File: src/rtl/seg7_scan_driver.sv
// Time-multiplexed common-anode 7-segment driver: shadows a packed hex value
// and scans one digit per refresh slot, each slot opening with a dark guard interval.
//
// state | meaning
// GUARD | cnt < GUARD, all anodes off to suppress ghosting
// SHOW  | cnt >= GUARD, current digit driven unless leading-zero blanked
module seg7_scan_driver #(
  parameter int DIGITS      = 4,
  parameter int REFRESH_DIV = 100000,
  parameter int GUARD       = 1000
) (
  input  logic                  clk,
  input  logic                  rst,
  input  logic [4*DIGITS-1:0]   value,
  input  logic [DIGITS-1:0]     dp_in,
  input  logic                  load,
  input  logic                  blank_lz,
  output logic [6:0]            seg,
  output logic                  dp_n,
  output logic [DIGITS-1:0]     an,
  output logic                  frame
);

  localparam int CW = (REFRESH_DIV > 1) ? $clog2(REFRESH_DIV) : 1;
  localparam int DW = (DIGITS > 1) ? $clog2(DIGITS) : 1;
  localparam logic [CW-1:0] CNT_LAST = CW'(REFRESH_DIV - 1);
  localparam logic [CW-1:0] GUARD_C  = CW'(GUARD);
  localparam logic [DW-1:0] D_LAST   = DW'(DIGITS - 1);

  typedef enum logic {ST_GUARD, ST_SHOW} state_t;

  logic [CW-1:0]         cnt, cnt_next;
  logic [DW-1:0]         d, d_next;
  logic                  cnt_wrap, d_last;
  state_t                state_next;
  logic [4*DIGITS-1:0]   shadow_val;
  logic [DIGITS-1:0]     shadow_dp;
  logic [3:0]            nib;
  logic                  dp_sel, blanked, zero_run;
  logic [DIGITS-1:0]     an_sel, an_next;
  logic [6:0]            seg_next;
  logic                  dp_n_next;

  function automatic logic [6:0] decode(input logic [3:0] n);
    case (n)
      4'h0: decode = 7'b1000000;
      4'h1: decode = 7'b1111001;
      4'h2: decode = 7'b0100100;
      4'h3: decode = 7'b0110000;
      4'h4: decode = 7'b0011001;
      4'h5: decode = 7'b0010010;
      4'h6: decode = 7'b0000010;
      4'h7: decode = 7'b1111000;
      4'h8: decode = 7'b0000000;
      4'h9: decode = 7'b0010000;
      4'hA: decode = 7'b0001000;
      4'hB: decode = 7'b0000011;
      4'hC: decode = 7'b1000110;
      4'hD: decode = 7'b0100001;
      4'hE: decode = 7'b0000110;
      default: decode = 7'b0001110;
    endcase
  endfunction

  always_comb begin
    cnt_wrap = (cnt == CNT_LAST);
    d_last   = (d == D_LAST);
    cnt_next = cnt_wrap ? '0 : cnt + 1'b1;
    d_next   = d;
    if (cnt_wrap) d_next = d_last ? '0 : d + 1'b1;
    state_next = (cnt_next < GUARD_C) ? ST_GUARD : ST_SHOW;
  end

  // Outputs look ahead to the digit/phase the counter moves into on this edge.
  always_comb begin
    nib      = 4'h0;
    dp_sel   = 1'b0;
    blanked  = 1'b0;
    zero_run = 1'b1;
    an_sel   = '1;
    for (int i = DIGITS - 1; i >= 0; i--) begin
      zero_run = zero_run & (shadow_val[4*i +: 4] == 4'h0);
      if (d_next == DW'(i)) begin
        nib       = shadow_val[4*i +: 4];
        dp_sel    = shadow_dp[i];
        blanked   = blank_lz && (i != 0) && zero_run;
        an_sel[i] = 1'b0;
      end
    end
    an_next   = '1;
    seg_next  = 7'b1111111;
    dp_n_next = 1'b1;
    if (state_next == ST_SHOW && !blanked) begin
      an_next   = an_sel;
      seg_next  = decode(nib);
      dp_n_next = ~dp_sel;
    end
  end

  always_ff @(posedge clk) begin
    if (rst) begin
      cnt        <= '0;
      d          <= '0;
      shadow_val <= '0;
      shadow_dp  <= '0;
      an         <= '1;
      seg        <= 7'b1111111;
      dp_n       <= 1'b1;
      frame      <= 1'b0;
    end else begin
      cnt   <= cnt_next;
      d     <= d_next;
      an    <= an_next;
      seg   <= seg_next;
      dp_n  <= dp_n_next;
      frame <= cnt_wrap && d_last;
      if (load) begin
        shadow_val <= value;
        shadow_dp  <= dp_in;
      end
    end
  end

endmodule

File: config.mk
export PLATFORM = sky130hd
export DESIGN_NAME = seg7_scan_driver
export DESIGN_NICKNAME = d
export VERILOG_FILES = /design/src/rtl/seg7_scan_driver.sv
export SDC_FILE = /design/constraint.sdc
export NUM_CORES = 1
export LEC_CHECK = 0
export BUFFER_PORTS_ARGS = -buffer_cell sky130_fd_sc_hd__buf_2
export CORE_ASPECT_RATIO = 2
export CORE_UTILIZATION = 51
export DETAILED_ROUTE_END_ITERATION = 10
export PLACE_DENSITY = 0.75
export SYNTH_ARGS = -nofsm -noshare
export SYNTH_HDL_FRONTEND = slang
export SYNTH_SLANG_ARGS = --single-unit
File: constraint.sdc
create_clock -name clk -period 3.2 [get_ports clk]
set_clock_uncertainty 0.05 [all_clocks]
set_input_delay 0.16 -clock clk [delete_from_list [all_inputs] [get_ports clk]]
set_output_delay 0.16 -clock clk [all_outputs]
set_load 0.005 [all_outputs]
==> metrics.md, run 1 <==
| Metric | Value |
|---|---|
| Area growth from synthesis to layout | `13.6%` |
| Vias per cell | `around 5.7` |
| Crit path from | `cnt[2]` |
| DR top layer | `met4` |
| Setup violators final | `0` |
| Area share of the largest cell type after synthesis | `38.5%` |
| Top delay family on crit path | `multiplexers` |
| Die height | `around 100 um` |
| LEAKAGE | `around 1.3 nW` |
| Final hold violation count | `0` |
| Mapped Avg Cell Area | `slightly above 9 um2` |
| Cells on worst reg2reg path | `9` |
| Slew at the pin closest to its max-slew limit | `between 0.7 and 0.8 ns` |
| Slowest stage delay, CP | `approximately 0.55 ns` |
| RR Startpoint | `cnt[2]` |
| Final Power | `1.18 mW` |
| Cts bufs inserted | `5` |
| Clk sink count | `between 50 and 60` |
| R2R Path End | `seg[3]` |
| Flop-to-flop setup slack | `approximately 0.25 ns` |
| Synthesized Nets | `322` |
| Layout cells sized above 1 | `a little under a quarter` |
| Met3 routed WL | `133 um` |
| Crit path DAT | `3.11 ns` |
| Root Driver | `clkbuf_8` |
| Post-cts repair resize count | `0` |
| GRT Util Overall | `between 20% and 30%` |
| Status | `complete, no violations` |
| Post-CTS Setup Inserts | `0` |
| Cell area after synthesis | `2700 um2` |
| Initial Utilization | `about 53%` |
| Worst path bufs/invs | `1` |
| RSZ-0062 raised after global routing | `no` |
| Worst setup EP type | `flop` |
| Synth Instances | `289` |
| DRC | `0` |
| TritonCTS clock tree | `done` |
| Met2 routed WL | `between 3000 and 4000 um` |
| Final WS setup | `between 0.2 and 0.25 ns` |
| Crit-path cells | `and4_1 -> nand4_1 -> buf_4 -> mux2_2 -> mux2_2 -> ha_1 -> o211ai_1 -> o211ai_1 -> a211o_1` |
| IO Count | `37` |
| PortBufs | `36` |
| Top post-synthesis cells by area | `dfxtp_1 (39%), mux2i_1 (13%), nor2_1 (6.2%), xnor2_1 (4.9%), ha_1 (4.2%)` |
| EDFF count, synth | `0` |
| Max FO, Critical Path | `11` |
| Ys flop type | `dfxtp_1` |
| DR iter-0 viols | `58` |
| Final HPWL DP | `~4600 um` |
| Type of origin of the critical path | `flop` |
| CTS H-tree lvls | `2` |
| DR vias | `approximately 2.2k` |
| CTS max path bufs | `2` |
| Seq/Total Area, Yosys | `about two fifths` |
| Flops & latches, synth | `52` |
| Post-route ant nets | `0` |
| Hold-fix buffers, CTS | `0` |
| Asr flop ratio synth | `0%` |
| Initial antenna violation count | `0` |
| Top post-synthesis cells by count | `dfxtp_1 (52), nor2_1 (45), mux2i_1 (34), xnor2_1 (15), nand2_1 (14)` |
| Final Max Slew Viols | `0` |
| Met1 Wirelength | `around 2100 um` |
| Critical Path Stages | `9` |
| Hold crit path type | `in -> reg` |
| First-pass GRT wire length | `between 10000 and 15000 um` |
| Congestion Overflow GR | `0` |
| Total core area | `just over 5000 um2` |
| Setup_tns | `0 ns` |
| Max Cap Viol | `0` |
| Top-count cell post-synth | `dfxtp_1` |
| Final period util | `approximately 92%` |
| Crit path to | `seg[3]` |
| Peak Freq | `approximately 340 MHz` |
| Die width | `around 53 um` |
| Crit path required time | `between 3 and 4 ns` |
| # nets final | `between 300 and 400` |
| Distinct cells, synth | `55` |
| Die area | `about 5600 um2` |
| Row Count | `37` |
| Largest net degree at the start of global routing | `26` |
| CP Class | `reg -> reg` |
| Yosys Warn Count | `0` |
| Slowest stage cell on the critical path | `dfxtp_1` |
| 1st-pass router iterations | `4` |
| Place WS | `around 0.28 ns` |
| Ant. Diodes | `0` |
| Worst IR Drop VDD | `about 0.42 mV` |
| Post-synth top area cell | `dfxtp_1` |
| Fin crit period | `2.95 ns` |
| Power Dens Cells | `approximately 390 nW/um2` |
| Worst-skew pair later-pin latency | `0.31 ns` |
| GPL Wtd Cong | `around 0.90` |
| DRT Wirelength | `roughly 5900 um` |
| CTS clock-pin slew for the worst setup and hold paths | `0.10 ns` |
| Relative slew slack | `around 52%` |
| Vias in the first global route | `about 2.2k` |
| WL per Instance | `~15 um` |
## registers in the layout, indices dropped and copies added, names as in the netlist
register	count
an	4
cnt	17
d	2
dp_n	1
frame	1
seg	7
shadow_dp	4
shadow_val	16
## tightest hold or removal path, delay by kind of cell
family	cells	cell delay [ns]
multiplexers	1	0.05
buffers and inverters	1	0.07
AND/OR/NAND/NOR	1	0.07
## worst min path at each step
stage	start	cells past startpoint	slack (ns)	to
after CTS	value[8]	3	0.02	shadow_val[8]
final	dp_in[3]	3	0.03	shadow_dp[3]
after global placement	value[6]	3	0.34	shadow_val[6]
after detailed placement	value[9]	3	0.35	shadow_val[9]
after global routing	value[8]	3	0.02	shadow_val[8]
after floorplan	rst	1	0.18	shadow_dp[2]
## per-stage QoR
step                utilization, %  cells  hold slack, ns  cell area, um2
finish                        59.8    389          0.0270            3070
global route                  59.8    389          0.0191            3070
CTS                           59.5    387          0.0234            3060
detailed placement            57.6    379           0.352            2960
global placement              57.6    379           0.343            2960
floorplan                        -    289           0.182            2700
## per-layer routing
metal	up-vias	GRT usage (%)
met5	-	0
met4	0	12.6
met3	16	3.64
met2	51	43.8
met1	1057	23.4
li1	1111	-
## final cells by class
cell class	count	area, um2
sequential	52	1040
timing repair buffer	50	285
tap	58	72.6
clock buffer	5	68.8
multi-input combinational	213	1550
clock inverter	3	26.3
fill	466	2070
inverter	8	30.0
## power by group
| group | leakage [nW] | internal (mW) | switching [mW] |
|---|---|---|---|
| logic | 0.837 | 0.0489 | 0.0577 |
| registers | 0.424 | 0.665 | 0.0179 |
| clock network | 0.0491 | 0.161 | 0.233 |
## kinds of logic after synthesis
| kind of cell | count (synthesis) | share of synthesized area [%] |
|---|---|---|
| XOR/XNOR | 17 | 5.51 |
| flip-flops | 52 | 38.5 |
| multiplexers | 40 | 15.4 |
| adder cells (fa/ha/maj) | 9 | 4.16 |
| AND/OR/NAND/NOR | 111 | 21.4 |
| AO/OA/AOI/OAI | 36 | 10.8 |
| buffers and inverters | 24 | 4.26 |
## cells in the final DEF (no fill, tap or decap), drive strengths merged, types with 3 or more instances in the layout
master	n
a22oi	3
nand3	12
ha	9
nand2	14
buf	50
nor3	6
clkbuf	5
xnor2	15
nor4	10
o221ai	3
a21oi	3
nand4	6
dfxtp	52
mux2i	36
nor2	46
mux2	4
inv	10
o211ai	8
o21ai	4
No activity file was read; power rests on OpenSTA's default activity.
==> inputs of run 2 (changes only) <==
--- a/config.mk
+++ b/config.mk
@@ -10,6 +10,7 @@
 export CORE_UTILIZATION = 51
 export DETAILED_ROUTE_END_ITERATION = 10
 export PLACE_DENSITY = 0.75
+export SETUP_SLACK_MARGIN = 0.4
 export SYNTH_ARGS = -nofsm -noshare
 export SYNTH_HDL_FRONTEND = slang
 export SYNTH_SLANG_ARGS = --single-unit
==> run 2 against run 1 <==
Critical path depth unchanged; setup slack improved by 0.15 ns; flip-flop and latch count unchanged.
==> metrics.md, run 2 (synthesis gave the netlist of run 1 again) <==
| Metric | Value |
|---|---|
| Status | `complete, no violations` |
| Crit path to | `seg[3]` |
| Place WS | `around 0.27 ns` |
| Total placed cells including tap cells | `between 300 and 400` |
| Hold-fix buffers, CTS | `0` |
| Slowest stage delay, CP | `0.39 ns` |
| DR vias | `approximately 2.3k` |
| Layout cells sized above 1 | `between 20% and 30%` |
| Congestion Overflow GR | `0` |
| Worst IR Drop VDD | `0.432 mV` |
| Peak Freq | `around 360 MHz` |
| Fin crit period | `about 2.8 ns` |
| # nets final | `368` |
| Root Driver | `clkbuf_8` |
| Die area | `5610 um2` |
| GRT Util Overall | `a little under a quarter` |
| WL per Instance | `15.6 um` |
| LEAKAGE | `1.35 nW` |
| Regs by FF count | `cnt (17), shadow_val (16), seg (7)` |
| DRC | `0` |
| Vias per cell | `approximately 5.7` |
| Crit-path cells | `ha_4 -> and4_1 -> nand4_1 -> buf_6 -> mux2_4 -> mux2_4 -> ha_1 -> o211ai_1 -> a211o_1` |
| DRT Wirelength | `about 6000 um` |
| CP dominant cell by count | `mux2_4` |
| First-pass GRT wire length | `9670 um` |
| Worst setup EP type | `flop` |
| CTS clock-pin slew for the worst setup and hold paths | `approximately 0.1 ns` |
| Vias in the first global route | `approximately 2.2k` |
| Post-route ant nets | `0` |
| Cells on worst reg2reg path | `9` |
| Top delay family on crit path | `multiplexers` |
| Final Max Slew Viols | `0` |
| RSZ-0062 raised after global routing | `yes` |
| Slowest stage cell on the critical path | `dfxtp_4` |
| CP Class | `reg -> reg` |
| CTS H-tree lvls | `2` |
| Ant. Diodes | `0` |
| Setup violators final | `0` |
| DR iter-0 viols | `53` |
| Filler cells | `approximately 420` |
| Max reg flops | `17` |
| Largest net degree at the start of global routing | `26` |
| Die width | `between 50 and 60 um` |
| Hold crit path type | `in -> reg` |
| TritonCTS clock tree | `done` |
| 1st-pass router iterations | `4` |
| Slew at the pin closest to its max-slew limit | `0.676 ns` |
| Commonest cells after routing, fill and taps aside | `dfxtp_1 (47), nor2_1 (45), buf_2 (36)` |
| Relative slew slack | `around 55%` |
| IO Count | `37` |
| Row Count | `37` |
| Total core area | `slightly above 5000 um2` |
| Final period util | `roughly 90%` |
| Initial Utilization | `52.6%` |
| Crit path DAT | `between 2 and 3 ns` |
| Final hold violation count | `0` |
| Cts bufs inserted | `5` |
| Crit path from | `cnt[0]` |
| Worst path bufs/invs | `1` |
| R2R Path End | `seg[3]` |
| Largest reg by FF count | `cnt` |
| Final HPWL DP | `about 4500 um` |
| Final WS setup | `between 0.3 and 0.4 ns` |
| Max FO, Critical Path | `6` |
| RR Startpoint | `cnt[0]` |
| Hold_ws | `roughly 0.024 ns` |
| Clk sink count | `52` |
| CTS max path bufs | `2` |
| Power Dens Cells | `about 370 nW/um2` |
| Area growth from synthesis to layout | `19.1%` |
| Commonest non-fill, non-tap cell in the layout | `dfxtp_1` |
| Crit path required time | `around 3.4 ns` |
| Flop-to-flop setup slack | `0.39 ns` |
| Critical Path Stages | `9` |
| Setup_tns | `0 ns` |
| Final Non-Filler Cells | `roughly 390` |
| Type of origin of the critical path | `flop` |
| GPL Wtd Cong | `about 0.85` |
| Initial antenna violation count | `0` |
| Max Cap Viol | `0` |
| Die height | `105 um` |
| PortBufs | `36` |
| Worst-skew pair later-pin latency | `0.32 ns` |
run 2: cell count changes in the layout (fill, tap and decap cells not counted), sizes merged:
| cell | delta |
|---|---|
| clkinv | +1 |
| inv | -2 |
| clkbuf | +1 |
| buf | +5 |
run 2: what timing repair did:
item                       4_1_cts  5_1_grt
pin swaps                        0        7
setup endpoints to repair        6       10
setup buffers                    5        7
resized for setup                2       22
run 2: area by class of cell:
type / count / area, um2 / share of cell area (%)
inverter: 8 / 32.5 / 1.01
clock buffer: 6 / 82.6 / 2.56
sequential: 52 / 1050 / 32.7
multi-input combinational: 213 / 1640 / 51.0
timing repair buffer: 55 / 327 / 10.1
clock inverter: 2 / 10.0 / 0.311
tap: 58 / 72.6 / 2.25
run 2: metal layers:
metal | track usage [%] | vias to the layer above | wire length (um)
met5 | 0 | - | 0
met4 | 14.8 | 0 | 226
met3 | 4.80 | 14 | 187
met2 | 44.6 | 58 | 3520
met1 | 20.4 | 1066 | 2200
li1 | - | 1123 | -
run 2: how the worst min path moves through the flow:
| stage | depth (start not counted) | start | end | slack, ns |
|---|---|---|---|---|
| after global routing | 3 | value[11] | shadow_val[11] | 0.03 |
| after CTS | 3 | value[12] | shadow_val[12] | 0.01 |
| after global placement | 3 | value[14] | shadow_val[14] | 0.34 |
| final | 3 | value[14] | shadow_val[14] | 0.02 |
| after floorplan | 1 | rst | shadow_dp[2] | 0.18 |
| after detailed placement | 3 | value[8] | shadow_val[8] | 0.35 |
run 2: through the flow:
step	utilization (%)	power (mW)	area, um2
floorplan	-	0.771	2740
detailed placement	57.6	0.807	2960
CTS	60.3	1.20	3100
global placement	57.6	0.803	2960
finish	62.7	1.20	3220
global route	62.7	1.24	3220
run 2: worst register-to-register path: cells and delay by family (launching register included):
| family | cells | cell delay (ns) |
|---|---|---|
| AO/OA/AOI/OAI | 2 | 0.40 |
| adder cells (fa/ha/maj) | 2 | 0.52 |
| buffers and inverters | 1 | 0.22 |
| flip-flops | 1 | 0.39 |
| multiplexers | 2 | 0.71 |
| AND/OR/NAND/NOR | 2 | 0.41 |
run 2: power by group:
| part | internal [mW] | switching [mW] | total [mW] |
|---|---|---|---|
| registers | 0.665 | 0.0181 | 0.683 |
| clock network | 0.173 | 0.222 | 0.396 |
| logic | 0.0561 | 0.0626 | 0.119 |
| total | 0.894 | 0.303 | 1.20 |
